--- config.mk ---
export PLATFORM = sky130hd
export DESIGN_NAME = wavetable_player
export DESIGN_NICKNAME = d
export VERILOG_FILES = /design/src/rtl/wavetable_pkg.sv /design/src/rtl/wavetable_player_tick_counter.sv /design/src/rtl/wavetable_player.sv
export SDC_FILE = /design/constraint.sdc
export NUM_CORES = 1
export LEC_CHECK = 0
export ABC_AREA = 1
export BUFFER_PORTS_ARGS = -buffer_cell sky130_fd_sc_hd__buf_2
export CORE_MARGIN = 10
export CORE_UTILIZATION = 45
export CTS_CLUSTER_DIAMETER = 60
export DETAILED_ROUTE_END_ITERATION = 16
export PLACE_DENSITY = 0.65
export SETUP_SLACK_MARGIN = 0.4
export SKIP_CTS_REPAIR_TIMING = 1
export SLEW_MARGIN = 20
export SYNTH_ARGS = -nofsm -noshare
export SYNTH_HDL_FRONTEND = slang
export SYNTH_SLANG_ARGS = --single-unit
export TNS_END_PERCENT = 1
--- constraint.sdc ---
create_clock -name clk -period 2.4 [get_ports clk]
set_clock_uncertainty 0.2 [all_clocks]
set_input_delay 0.12 -clock clk [delete_from_list [all_inputs] [get_ports clk]]
set_output_delay 0.12 -clock clk [all_outputs]
set_load 0.05 [all_outputs]
--- src/rtl/wavetable_pkg.sv ---
// Shared types and default widths for the wavetable sample sequencer.
package wavetable_pkg;

  localparam int unsigned WtAddrWidth = 11;
  localparam int unsigned WtDataWidth = 8;
  localparam int unsigned WtDivWidth  = 16;

  typedef enum logic [2:0] {
    IDLE,
    WAIT,
    FETCH,
    CAPTURE,
    HOLD
  } state_e;

endpackage

--- src/rtl/wavetable_player_tick_counter.sv ---
// Loadable down-counter; done flags the last cycle of a wait interval (value == 1).
module tick_counter #(
  parameter int unsigned Width = 16
) (
  input  logic             clk,
  input  logic             rst_n,
  input  logic             load,
  input  logic [Width-1:0] load_value,
  input  logic             en,
  output logic [Width-1:0] value,
  output logic             done
);

  logic [Width-1:0] value_q;

  always_ff @(posedge clk or negedge rst_n) begin
    if (!rst_n) begin
      value_q <= '0;
    end else if (load) begin
      value_q <= load_value;
    end else if (en && (value_q != '0)) begin
      value_q <= value_q - 1'b1;
    end
  end

  assign value = value_q;
  assign done  = (value_q == Width'(1));

endmodule

--- src/rtl/wavetable_player.sv ---
// Walks the sample ROM at a programmable rate/step and hands each byte downstream
// on a valid/ready handshake, absorbing the ROM's one-cycle read latency.
module wavetable_player
  import wavetable_pkg::*;
#(
  parameter int unsigned ADDR_WIDTH = WtAddrWidth,
  parameter int unsigned DATA_WIDTH = WtDataWidth,
  parameter int unsigned DIV_WIDTH  = WtDivWidth
) (
  input  logic                  clk,
  input  logic                  rst_n,
  input  logic                  start,
  input  logic                  stop,
  input  logic [ADDR_WIDTH-1:0] step,
  input  logic [DIV_WIDTH-1:0]  period,
  output logic [ADDR_WIDTH-1:0] read_address,
  input  logic [DATA_WIDTH-1:0] read_data,
  output logic [DATA_WIDTH-1:0] sample_out,
  output logic                  sample_valid,
  input  logic                  sample_ready,
  output logic                  busy
);

  state_e               state_q;
  logic                 start_ok;
  logic                 handshake;
  logic                 cnt_load;
  logic                 cnt_done;
  logic [DIV_WIDTH-1:0] cnt_value;

  assign start_ok  = (state_q == IDLE) && start && !stop;
  assign handshake = (state_q == HOLD) && sample_valid && sample_ready && !stop;
  assign cnt_load  = start_ok || handshake;

  // Counter reloads on every WAIT entry so period is sampled there and nowhere else.
  tick_counter #(
    .Width (DIV_WIDTH)
  ) u_tick_counter (
    .clk        (clk),
    .rst_n      (rst_n),
    .load       (cnt_load),
    .load_value (period),
    .en         (state_q == WAIT),
    .value      (cnt_value),
    .done       (cnt_done)
  );

  always_ff @(posedge clk or negedge rst_n) begin
    if (!rst_n) begin
      state_q      <= IDLE;
      read_address <= '0;
      sample_out   <= '0;
      sample_valid <= 1'b0;
    end else if (stop) begin
      // Address and sample are left as-is; only the handshake is withdrawn.
      state_q      <= IDLE;
      sample_valid <= 1'b0;
    end else begin
      unique case (state_q)
        IDLE: begin
          if (start_ok) begin
            read_address <= '0;
            state_q      <= (period == '0) ? FETCH : WAIT;
          end
        end
        WAIT: begin
          if (cnt_done) state_q <= FETCH;
        end
        FETCH: begin
          state_q <= CAPTURE;
        end
        CAPTURE: begin
          sample_out   <= read_data;
          sample_valid <= 1'b1;
          state_q      <= HOLD;
        end
        HOLD: begin
          if (handshake) begin
            sample_valid <= 1'b0;
            read_address <= read_address + step;
            state_q      <= (period == '0) ? FETCH : WAIT;
          end
        end
        default: state_q <= IDLE;
      endcase
    end
  end

  assign busy = (state_q != IDLE);

  logic unused_cnt;
  assign unused_cnt = ^cnt_value;

endmodule

==> run summary, run 1 <==
The largest fanout of any net on the critical path is 4. The max-slew violation count came out at 0. The deepest clock path buffer count is 2. The actual slew at the worst max-slew pin came out at 574 ps. Yosys attributes the largest share of cell area to sky130_fd_sc_hd__dfrtp_1, sky130_fd_sc_hd__nand2_1, sky130_fd_sc_hd__nand3_1, sky130_fd_sc_hd__nor2_1, sky130_fd_sc_hd__inv_1. The number of cells traversed by the worst hold path is 5. The count of unresolved DRC violations after routing came out at 0. The later pin in the worst-skew pair is clocked with a latency of approximately 310 ps. The core region is 0.00599 mm².

The terminus of the critical flop-to-flop path is read_address[8]$_DFFE_PN0P_. The path with the worst hold slack has its endpoint at u_tick_counter.value[1]$_DFFE_PN0P_. The clock edge transition at the registers on the reported setup and hold paths came out at 90 ps. The number of placed cells counting well taps came out at 543. For the worst flop-to-flop path, the logic depth is 8. Buffers inserted during clock tree synthesis total 5. The synthesis-to-layout area growth came out at 25.8%. The final-layout setup total negative slack came out at 0 ps.

The relative slew slack came out at 61.7%. The clock net sink count came out at 39. The post-place instance area came out at 0.00319 mm².

The critical path buffer and inverter count is 0. The final routed wirelength across all metal layers came out at 7670 µm. In this design, the critical path's most frequently occurring cell is sky130_fd_sc_hd__nand3_1. In this run, the number of DRC markers left after iteration 0 of detailed routing was 184.

The required time of the worst setup path came out at 2410 ps. The die is 99.1 µm wide. The pin count of the biggest net entering global routing is 25. The instance count of the mapped netlist is 410. The path class of the tightest hold or removal check is input pin to register. Across the run, the number of max-cap violations was 0. The total power after layout is 3.10 mW. The number of antenna violations at the first check in global routing is 0. Detailed placement ended at an HPWL of around 5900 µm. The average cell area after synthesis is 6.88 µm². The final layout contains 551 nets. The detailed router placed between 2000 and 3000 vias in this run. The number of filler cells placed in the layout is 587.

Counting flops with a built-in enable in the synthesized netlist gives 0. The slowest stage cell on the critical path is sky130_fd_sc_hd__dfrtp_2. The floorplan row count came out at 28.

The detailed-router iteration count before antenna repair is 4. Dividing the detail-routed wire length by the instance count gives roughly 13 µm. The global-route wire length before repair is 12400 µm. The setup slack on the worst flop-to-flop path came out at 510 ps. The via count of the first global-routing pass is 2615. The largest vdd supply drop came out at 0.000597 V. For this design the static power due to leakage is roughly 2.0 nW. The average via count per standard cell is 4.90. The worst hold path begins at period[1]. The area of all placed cells without fillers came out at 0.00355 mm². Of the available clock period, the critical path in the final layout requires approximately four fifths. Setup violations remaining at the end of the flow were counted as 0. The count of nets left with antenna violations once routing finished came out at 0. The total I/O pin count is 61. The die boundary height is 99.1 µm. The total congestion overflow came out at 0. Summed over all instances, the cell type with the most area after synthesis is sky130_fd_sc_hd__dfrtp_1. The worst hold margin came out at -60.2 ps. The share of async-settable or async-resettable flops after synthesis is 100%.

The tree is rooted in a sky130_fd_sc_hd__clkbuf_8. The maximum achievable frequency is between 500 and 600 MHz. The synthesized net count came out at 464. The signal arrival time at the worst endpoint is 1900 ps. The worst setup path is captured at a register. After layout, the worst setup slack is 511 ps. The overall track demand over capacity in global routing came out at 15.0%. The final count of hold timing violations is 4. Prior to clock tree synthesis, the placed netlist has a worst setup slack of 399 ps. Yosys printed 0 warnings. The setup path with the least slack is of type register to register. The fraction of layout cells with a size suffix above 1 came out at 19.3%.

The most used flip-flop cell after synthesis is sky130_fd_sc_hd__dfrtp_1. For this configuration, the core starts out at a cell density of 47.1%. Sequential cells were found to cover between 30% and 40% of the synthesized design area. The type of element launching the critical path is a register.

The antenna cell count came out at 0. The register bit count reported by yosys came out at 39. In this design, the largest share of critical-path delay is due to adder cells.

The count of input and output buffers is 60. Setup repair after global routing could not meet its margin everywhere. TritonCTS built the clock tree. The final weighted congestion in routability-driven placement is 0.883. The post-synthesis cell type count came out at 28. The critical path goes through ha_1 > fa_2 > nand2_1 > nand3_1 > nand3_1 > nand3b_1 > nand3_1 > nand2_1.

The share of synthesized area in the top cell type comes to 34.6%. The die covers 0.00983 mm². The clock tree synthesis step divided the H-tree into 2 levels.

The most used standard cell by instance count after synthesis is sky130_fd_sc_hd__nand2_1. The power per unit of standard cell area is 875 mW/mm². The synthesized area is roughly 0.0028 mm². The reg-to-reg critical path startpoint is read_address[0]$_DFFE_PN0P_. The routed design could run at a clock period as short as 1890 ps. The flow ran to the end, but the final reports show violations. The peak per-stage delay on the critical path is approximately 420 ps. Ranked by instance count, the synthesized netlist is headed by sky130_fd_sc_hd__nand2_1, sky130_fd_sc_hd__nor2_1, sky130_fd_sc_hd__nand3_1.

The final reports fail on negative hold slack. The post-route non-filler standard cell count is 573.
-- per-stage QoR --
step | util, % | hold slack (ps)
after global placement | 53.3 | -54.5
after CTS | 55.2 | -380
after detailed placement | 53.3 | -47.3
after floorplan | - | -376
after global routing | 59.2 | -1.59
final | 59.2 | -60.2
-- flip-flops by register name, indices dropped and copies added (netlist names) --
name	cells
sample_valid	1
read_address	11
sample_out	8
u_tick_counter.value	16
state_q	3
-- worst max-delay path by stage --
stage | endpoint | depth (start not counted) | startpoint | slack (ps)
2_1_floorplan | read_address[8]$_DFFE_PN0P_ | 8 | read_address[0]$_DFFE_PN0P_ | 470
3_3_place_gp | u_tick_counter.value[15]$_DFFE_PN0P_ | 9 | state_q[1]$_DFFE_PN0P_ | 450
3_5_place_dp | u_tick_counter.value[2]$_DFFE_PN0P_ | 9 | state_q[1]$_DFFE_PN0P_ | 400
4_1_cts | u_tick_counter.value[2]$_DFFE_PN0P_ | 9 | state_q[1]$_DFFE_PN0P_ | 380
5_1_grt | u_tick_counter.value[2]$_DFFE_PN0P_ | 9 | state_q[1]$_DFFE_PN0P_ | 340
6_report | read_address[8]$_DFFE_PN0P_ | 8 | read_address[0]$_DFFE_PN0P_ | 510
-- routing by layer --
| metal | vias to the layer above | global-route usage (%) | part of all wire (%) |
|---|---|---|---|
| met4 | 0 | 3.75 | 0.86 |
| met5 | - | 0 | 0 |
| li1 | 1467 | - | - |
| met3 | 4 | 5.33 | 5.6 |
| met1 | 1274 | 19.5 | 46 |
| met2 | 63 | 23.0 | 47 |
-- logic make-up (layout without fill, tap and decap cells) --
| family | Yosys count | count (layout) | synth area share, % |
|---|---|---|---|
| xor gates and xnor gates | 9 | 9 | 2.80 |
| and+or+nand+nor | 265 | 265 | 40.7 |
| DFF | 39 | 39 | 34.6 |
| AOI/OAI and AO/OA | 21 | 21 | 3.99 |
| adders and majority gates | 14 | 14 | 6.48 |
| buffers and inverters | 54 | 142 | 8.21 |
| muxes | 8 | 8 | 3.20 |
-- cells in the final DEF, fill, tap and decap left out, types with 2 or more instances in the layout --
cell type / netlist / layout
sky130_fd_sc_hd__a21oi_1: 6 / 6
sky130_fd_sc_hd__buf_4: 1 / 3
sky130_fd_sc_hd__inv_1: 46 / 46
sky130_fd_sc_hd__a22o_1: 2 / 2
sky130_fd_sc_hd__xor2_1: 7 / 7
sky130_fd_sc_hd__nand2_4: 2 / 2
sky130_fd_sc_hd__inv_2: 2 / 2
sky130_fd_sc_hd__xnor2_1: 2 / 2
sky130_fd_sc_hd__or2_2: 2 / 2
sky130_fd_sc_hd__nand2_1: 145 / 145
sky130_fd_sc_hd__dfrtp_1: 39 / 38
sky130_fd_sc_hd__nor2_2: 3 / 3
sky130_fd_sc_hd__mux2_2: 8 / 8
sky130_fd_sc_hd__o21ai_1: 9 / 9
sky130_fd_sc_hd__clkbuf_8: 0 / 5
sky130_fd_sc_hd__dlygate4sd3_1: 0 / 22
sky130_fd_sc_hd__nand4_1: 3 / 3
sky130_fd_sc_hd__ha_1: 13 / 13
sky130_fd_sc_hd__nand3_1: 48 / 48
sky130_fd_sc_hd__nand3b_1: 5 / 5
sky130_fd_sc_hd__nor2_1: 51 / 51
sky130_fd_sc_hd__buf_2: 2 / 60
sky130_fd_sc_hd__o21ai_0: 4 / 4
-- area by class of cell --
| type | count | area (µm²) | area share (%) |
|---|---|---|---|
| repair buffers | 86 | 558 | 15.7 |
| clock buffers | 5 | 68.8 | 1.94 |
| multi-input cells | 317 | 1620 | 45.7 |
| well taps | 75 | 93.8 | 2.65 |
| clock inverters | 3 | 47.5 | 1.34 |
| inverters | 48 | 180 | 5.08 |
| flip-flops and latches | 39 | 977 | 27.5 |
-- worst reg2reg max path: stages (launching register included) --
cell and delay [ps]:
sky130_fd_sc_hd__dfrtp_2 420, sky130_fd_sc_hd__ha_1 240, sky130_fd_sc_hd__fa_2 400, sky130_fd_sc_hd__nand2_1 100, sky130_fd_sc_hd__nand3_1 100, sky130_fd_sc_hd__nand3_1 110
sky130_fd_sc_hd__nand3b_1 90, sky130_fd_sc_hd__nand3_1 90, sky130_fd_sc_hd__nand2_1 50
-- where the power goes --
| group | switching (mW) | internal [mW] | total (mW) |
|---|---|---|---|
| clock | 0.272 | 0.315 | 0.588 |
| combinational | 0.967 | 0.501 | 1.47 |
| sequential | 0.192 | 0.857 | 1.05 |
Power figures use the tool's default switching activity.
==> inputs of run 2 (changes only) <==
--- a/config.mk
+++ b/config.mk
@@ -5,13 +5,13 @@
 export SDC_FILE = /design/constraint.sdc
 export NUM_CORES = 1
 export LEC_CHECK = 0
-export ABC_AREA = 1
+export ABC_AREA = 0
 export BUFFER_PORTS_ARGS = -buffer_cell sky130_fd_sc_hd__buf_2
 export CORE_MARGIN = 10
 export CORE_UTILIZATION = 45
 export CTS_CLUSTER_DIAMETER = 60
 export DETAILED_ROUTE_END_ITERATION = 16
-export PLACE_DENSITY = 0.65
+export PLACE_DENSITY = 0.66
 export SETUP_SLACK_MARGIN = 0.4
 export SKIP_CTS_REPAIR_TIMING = 1
 export SLEW_MARGIN = 20
==> constraint.sdc (replaced) <==
create_clock -name clk -period 1.86 [get_ports clk]
set_clock_uncertainty 0.2 [all_clocks]
set_input_delay 0.093 -clock clk [delete_from_list [all_inputs] [get_ports clk]]
set_output_delay 0.093 -clock clk [all_outputs]
set_load 0.05 [all_outputs]
==> run summary, run 2 <==
The run finished, with violations left. The checks that failed: negative hold slack, negative setup slack. The clock tree from TritonCTS is built. The worst setup path is of the register to register kind. The total congestion overflow is 0 (unchanged). The final critical path time including I/O delays and setup came out at 2280 ps (+388 ps). The die boundary height came out at 94.1 µm (-5.0%). The post-synthesis cell type count came out at 55 (+96%).

The fraction of synthesized cell area taken by the top area cell type is 39.5% (+4.8 points). The overall track demand over capacity in global routing came out at 17.3% (+2.3 points). Traced cell by cell, the critical path runs through or4_4 > and4b_2 > o211ai_1 > buf_4 > o221ai_2 > a21oi_2. The most frequent standard cell in the layout excluding fill and tap cells is sky130_fd_sc_hd__buf_4. The pin count of the biggest net entering global routing is 17 (-32%).

The count of input and output buffers came out at 60 (unchanged). The part of the cycle the worst path needs came out at 122% (+44 points). The horizontal extent of the die came to 94.1 µm (-5.0%). The final-layout setup total negative slack is -6440 ps (-6440 ps). The detail-routed net length per standard cell is 16.9 µm (+26%). The CTS root buffer is sky130_fd_sc_hd__clkbuf_8. The count of max-cap constraint violations came to 0 (unchanged). The post-layout net count came to 480 (-13%).

The portion of total power attributed to combinational logic is 37.4% (-9.9 points). The clock latency of the later-clocked register in the worst-skew pair was 300 ps (about the same). Among all stages on the critical path, the largest delay is contributed by sky130_fd_sc_hd__or4_4.

The final count of hold timing violations is 1 (-3). STA classifies the critical path endpoint as a register. The number of warning messages in the yosys log is 0 (unchanged).

The remaining antenna violation count after routing is 0 (unchanged). The clock network power share is 24.5% (+5.6 points). The number of antenna violations at the first check in global routing came out at 0 (unchanged). The number of H-tree levels is 2 (unchanged). The area of the die is 0.00886 mm² (-9.8%). The worst setup path is launched from a register. The final count of negative-setup-slack endpoints is 24 (+24). The clock buffer count from CTS came out at 5 (unchanged). The routed via count came out at 2782 (-0.93%).

The synthesized area is 0.00247 mm² (-12%). The power per unit of standard cell area is 671 mW/mm² (-23%). The fraction of layout cells with a size suffix above 1 is 45.9% (+27 points). In the layout the commonest cells are sky130_fd_sc_hd__buf_4, sky130_fd_sc_hd__buf_2, sky130_fd_sc_hd__dfrtp_1, sky130_fd_sc_hd__dlygate4sd3_1, sky130_fd_sc_hd__nand2_1.

The number of flops mapped to enable cells by yosys came out at 0 (unchanged). The sum of net half-perimeters after detailed placement came out at 5930 µm (+1.2%). The most used flip-flop cell after synthesis is sky130_fd_sc_hd__dfrtp_1. The count of unresolved DRC violations after routing is 0 (unchanged).

The average via count per standard cell was 5.60 (+14%). The global-route wire length before repair came to 12600 µm (+1.4%). The via count of the first global-routing pass was 2709 (+3.6%). The final weighted congestion in routability-driven placement is 0.902 (+2.1%). The actual slew at the worst max-slew pin came out at 576 ps (+2.50 ps). By instance count, the leading cell after synthesis is sky130_fd_sc_hd__dfrtp_1.

The fraction of the core area covered by cells at the end of the flow came to 76.6% (+17 points). The largest vdd supply drop came out at 0.000561 V (-5.9%). The detailed-router iteration count before antenna repair came out at 4 (unchanged). The peak per-stage delay on the critical path is 540 ps (+120 ps).

The share of async-settable or async-resettable flops after synthesis came out at 100% (unchanged). The worst hold path belongs to the class input pin to register. The clock edge transition at the registers on the reported setup and hold paths came out at 80 ps (about the same).

The largest total area in the synthesized netlist belongs to sky130_fd_sc_hd__dfrtp_1. The clock net sink count is 39 (unchanged). The static power due to leakage came out at 1.89 nW (-6.5%). The signal arrival time at the worst endpoint came out at 2260 ps (+360 ps). The cell internal power dissipation is 1.79 mW (+7.2%). The floorplan row count came out at 26 (-7.1%). The synthesis-to-layout area growth is 61.2%. The area of the core came to 0.00520 mm² (-13%).

The total I/O pin count came out at 61 (unchanged). The antenna cell count came to 0 (unchanged). Setup repair after global routing could not meet its margin everywhere. The deepest clock path buffer count is 2 (unchanged). The power spent charging and discharging nets is 883 µW (-38%). The path depth of the worst reg2reg path came to 6 (-2). The max-slew violation count came out at 0 (unchanged). The part of the power in registers is 38.1% (+4.3 points). The final routed wirelength across all metal layers was 8410 µm (+9.6%). The switching portion of total power is 33.0% (-13 points). The required time of the worst setup path was 1840 ps (-570 ps).

The relative slew slack is 61.6% (-0.17 points). The iteration-0 DRC count of the detailed router came out at 172 (-6.5%). The maximum achievable frequency came to 439 MHz (-17%). The post-layout worst setup margin came to -416 ps (-928 ps). The number of cells traversed by the worst hold path came to 4 (-1).

The synthesized net count is 325 (-30%). The worst hold margin is -47.2 ps (+13.0 ps). The instance count of the mapped netlist came out at 271 (-34%). The post-synthesis sequential area ratio is 39.5% (+4.8 points). The average cell area after synthesis is 9.13 µm² (+33%). The largest fanout of any net on the critical path was 7 (+3). Yosys attributes the largest share of cell area to sky130_fd_sc_hd__dfrtp_1, sky130_fd_sc_hd__ha_1, sky130_fd_sc_hd__a21oi_1, sky130_fd_sc_hd__nand2_1, sky130_fd_sc_hd__mux2_2.

The flip-flop count of the largest register, all copies and words added came out at 16 (unchanged). The register bit count reported by yosys is 39 (unchanged). Counting instances in the post-synthesis netlist gives the leading cell types as sky130_fd_sc_hd__dfrtp_1, sky130_fd_sc_hd__nand2_1, sky130_fd_sc_hd__a21oi_1.

The starting utilization of the core area is 47.5% (+0.47 points).
run 2: stage by stage:
step | std cells | power (mW) | instance area, µm² | setup slack [ps]
2_1_floorplan | 271 | 1.41 | 2500 | -360
5_1_grt | 497 | 2.80 | 3990 | -461
3_5_place_dp | 460 | 1.83 | 3360 | -417
3_3_place_gp | 460 | 1.82 | 3360 | -360
6_report | 497 | 2.68 | 3990 | -416
4_1_cts | 468 | 2.48 | 3460 | -447
run 2: kinds of logic after synthesis:
logic type                 Yosys count  share of synthesized area [%]
and+or+nand+nor                    102                           21.5
AOI/OAI and AO/OA                   83                           22.6
DFF                                 39                           39.5
buffers and inverters               20                           3.64
adders and majority gates           14                           7.39
muxes                                8                           3.64
xor gates and xnor gates             5                           1.77
run 2: worst paths after layout:
| check | startpoint | endpoint | slack (ps) |
|---|---|---|---|
| min in group asynchronous | rst_n | u_tick_counter.value[7]$_DFFE_PN0P_ | 30 |
| min reg2reg | read_address[6]$_DFFE_PN0P_ | read_address[6]$_DFFE_PN0P_ | 320 |
| min | step[0] | read_address[0]$_DFFE_PN0P_ | -50 |
| max reg2reg | u_tick_counter.value[9]$_DFFE_PN0P_ | u_tick_counter.value[2]$_DFFE_PN0P_ | -420 |
| max | u_tick_counter.value[9]$_DFFE_PN0P_ | u_tick_counter.value[2]$_DFFE_PN0P_ | -420 |
| max in group asynchronous | rst_n | read_address[9]$_DFFE_PN0P_ | 850 |
run 2: final cells by class:
type | instances | area (µm²)
Multi-Input combinational cell | 212 | 1650
Fill cell | 368 | 1220
Timing Repair Buffer | 158 | 1140
Sequential cell | 39 | 980
Clock buffer | 8 | 100
Tap cell | 70 | 87.6
Inverter | 10 | 37.5
run 2: worst max-delay path, delay by kind of cell (launching register included):
kind,cells,cell delay (ps)
flops,1,380
buf+inv,1,240
simple gates,2,900
compound gates,3,430
run 2: routing by layer:
metal	up-vias	GRT usage [%]	wire length, µm
li1	1332	-	-
met1	1327	22.1	3680
met2	108	26.9	3880
met3	15	5.92	687
met4	0	4.81	160
met5	-	0	0
run 2: power by group through the flow:
stage | registers [mW] | clock network (mW) | logic (mW)
after global placement | 1.03 | 0 | 0.791
after global routing | 1.03 | 0.693 | 1.08
after floorplan | 1.10 | 0 | 0.310
final | 1.02 | 0.656 | 1.00
after CTS | 1.02 | 0.662 | 0.807
after detailed placement | 1.03 | 0 | 0.801
==> inputs of run 3 (changes only) <==
--- a/config.mk
+++ b/config.mk
@@ -5,13 +5,13 @@
 export SDC_FILE = /design/constraint.sdc
 export NUM_CORES = 1
 export LEC_CHECK = 0
-export ABC_AREA = 0
+export ABC_AREA = 1
 export BUFFER_PORTS_ARGS = -buffer_cell sky130_fd_sc_hd__buf_2
 export CORE_MARGIN = 10
 export CORE_UTILIZATION = 45
 export CTS_CLUSTER_DIAMETER = 60
 export DETAILED_ROUTE_END_ITERATION = 16
-export PLACE_DENSITY = 0.66
+export PLACE_DENSITY = 0.65
 export SETUP_SLACK_MARGIN = 0.4
 export SKIP_CTS_REPAIR_TIMING = 1
 export SLEW_MARGIN = 20
==> run summary, run 3 (synthesis results as in run 1) <==
In this run the worst setup path begins at read_address[0]$_DFFE_PN0P_. The count of max-cap constraint violations came out at 0 (unchanged). The worst hold margin is -46.4 ps (+0.852 ps). The average via count per standard cell is 4.97 (-11%).

The part of the cycle the worst path needs came to 96.2% (-26 points). The detailed-router iteration count before antenna repair is 4 (unchanged). The final count of negative-setup-slack endpoints came out at 0 (-100%). The clock edge transition at the registers on the reported setup and hold paths came out at 90 ps (about the same). The total I/O pin count is 61 (unchanged). The power per unit of standard cell area is 1120 mW/mm² (+67%). The final routed wirelength across all metal layers is 7870 µm (-6.4%). The area of the die is 0.00983 mm² (+11%).

The final weighted congestion in routability-driven placement came out at 0.846 (-6.2%). The count of unresolved DRC violations after routing came out at 0 (unchanged). The number of antenna violations at the first check in global routing is 0 (unchanged). The max-slew violation count is 0 (unchanged). The clock latency of the later-clocked register in the worst-skew pair came to 310 ps (about the same). The clock net sink count is 39 (unchanged). The path class of the tightest hold or removal check is input pin to register.

The worst setup slack before clock tree synthesis is 48.6 ps (+465 ps). The relative slew slack came to 69.0% (+7.4 points). The antenna cell count came out at 0 (unchanged). The deepest clock path buffer count came to 2 (unchanged). The count of input and output buffers came out at 60 (unchanged). In this run the most critical hold path is launched from step[0]. The floorplan row count is 28 (+7.7%).

The post-layout net count is 567 (+18%). The global-route wire length before repair is 12300 µm (-2.4%). In this run the critical register-to-register path is launched from read_address[0]$_DFFE_PN0P_. The number of H-tree levels was 2 (unchanged). The remaining antenna violation count after routing came out at 0 (unchanged). Setup repair after global routing could not meet its margin everywhere. In the layout the commonest cells are sky130_fd_sc_hd__nand2_1, sky130_fd_sc_hd__buf_2, sky130_fd_sc_hd__nor2_1, sky130_fd_sc_hd__nand3_1, sky130_fd_sc_hd__inv_1. The required time of the worst setup path is 1860 ps (+20 ps). The worst setup path is captured at a register. The fraction of layout cells with a size suffix above 1 is 27.4% (-18 points). The starting utilization of the core area was 47.1% (-0.47 points).

The path type of the worst setup path is register to register. The largest fanout of any net on the critical path came out at 4 (-3). The CTS root buffer is sky130_fd_sc_hd__clkbuf_8. The signal arrival time at the worst endpoint came to 1790 ps (-470 ps). The post-layout worst setup margin came out at 70.3 ps (+487 ps). The area of the core came out at 0.00599 mm² (+15%).

The clock buffer count from CTS was 5 (unchanged). The sum of net half-perimeters after detailed placement is 5910 µm (-0.30%). The flip-flop count of the largest register, all copies and words added came out at 16 (unchanged). The final critical path time including I/O delays and setup came out at 1790 ps (-487 ps). The horizontal extent of the die came out at 99.1 µm (+5.3%). Leaving out fill and tap cells, the most frequent cell in the layout is sky130_fd_sc_hd__nand2_1.

The type of element launching the critical path is a register. The routed via count is 2926 (+5.2%). The largest vdd supply drop came to 0.000886 V (+58%). The total congestion overflow was 0 (unchanged). The via count of the first global-routing pass came to 2692 (-0.63%). TritonCTS built the clock tree. The area growth from synthesis to layout is 35.3%. The checks that failed: negative hold slack.

The static power due to leakage came out at 2.10 nW (+11%). The overall track demand over capacity in global routing is 14.8% (-2.5 points). The die boundary height was 99.1 µm (+5.3%).

The maximum achievable frequency was 559 MHz (+27%). The iteration-0 DRC count of the detailed router came to 154 (-10%). The number of filler cells placed in the layout came out at 548 (+49%). The run finished, with violations left.

The pin count of the biggest net entering global routing came to 21 (+4). The actual slew at the worst max-slew pin is 465 ps (-111 ps). The detail-routed net length per standard cell came out at 13.4 µm (-21%). The final count of hold timing violations came out at 5 (+4).
==> run 3: changes by cell type in the layout (fill, tap and decap cells not counted), moves of 8 or more <==
cell,delta
sky130_fd_sc_hd__inv_1,+32
sky130_fd_sc_hd__a21oi_2,-8
sky130_fd_sc_hd__nand2_1,+119
sky130_fd_sc_hd__nand3_1,+35
sky130_fd_sc_hd__buf_4,-52
sky130_fd_sc_hd__mux2_2,+8
sky130_fd_sc_hd__nor2_2,+8
sky130_fd_sc_hd__mux2_4,-8
sky130_fd_sc_hd__nor4_1,-11
sky130_fd_sc_hd__nor2_1,+27
==> run 3: per-layer routing <==
metal | global-route usage [%] | routed length [µm] | vias to the layer above
met4 | 4.41 | 80 | 0
met3 | 4.36 | 556 | 6
li1 | - | - | 1505
met2 | 22.9 | 3640 | 74
met1 | 19.5 | 3590 | 1341
met5 | 0 | 0 | -
==> run 3: worst max-delay path, stage by stage (launching register included) <==
cell                      delay (ps)
sky130_fd_sc_hd__dfrtp_2         440
sky130_fd_sc_hd__ha_4            180
sky130_fd_sc_hd__fa_2            420
sky130_fd_sc_hd__nand2_1          90
sky130_fd_sc_hd__nand3_2          80
sky130_fd_sc_hd__xor2_1          160
sky130_fd_sc_hd__nand2_1          70
sky130_fd_sc_hd__nand2_1          50
==> run 3: worst paths after layout <==
path                                                     to  slack, ps  cells past startpoint
worst max-delay path            read_address[6]$_DFFE_PN0P_         70                      7
worst min-delay path            read_address[0]$_DFFE_PN0P_        -50                      3
worst max register to register  read_address[6]$_DFFE_PN0P_         70                      7
worst min register to register    sample_out[2]$_DFFE_PN0P_        300                      1
max in group asynchronous       read_address[1]$_DFFE_PN0P_        900                      3
min in group asynchronous            state_q[1]$_DFFE_PN0P_         70                      2
==> run 3: area by class of cell <==
| class | count | area (µm²) | share of cell area (%) |
|---|---|---|---|
| Clock buffer | 5 | 68.8 | 1.80 |
| Clock inverter | 3 | 46.3 | 1.21 |
| Inverter | 48 | 183 | 4.79 |
| Multi-Input combinational cell | 317 | 1720 | 45.2 |
| Sequential cell | 39 | 982 | 25.8 |
| Tap cell | 75 | 93.8 | 2.46 |
| Timing Repair Buffer | 102 | 716 | 18.8 |
==> run 3: stage by stage <==
step | cells | area (µm²) | TNS, ps | util (%) | power, mW
2_1_floorplan | 410 | 2840 | 0 | - | 2.78
3_3_place_gp | 552 | 3290 | 0 | 54.9 | 3.26
3_5_place_dp | 552 | 3290 | 0 | 54.9 | 3.31
4_1_cts | 560 | 3410 | 0 | 56.9 | 4.08
5_1_grt | 589 | 3810 | -39.1 | 63.7 | 4.61
6_report | 589 | 3810 | 0 | 63.7 | 4.29
==> run 3: power by group <==
| group | total [mW] | internal, mW | leakage, nW | switching [mW] |
|---|---|---|---|---|
| Sequential | 1.34 | 1.11 | 0.493 | 0.237 |
| Combinational | 2.19 | 0.804 | 1.56 | 1.39 |
| Clock | 0.754 | 0.404 | 0.0548 | 0.350 |
| Total | 4.29 | 2.31 | 2.10 | 1.97 |
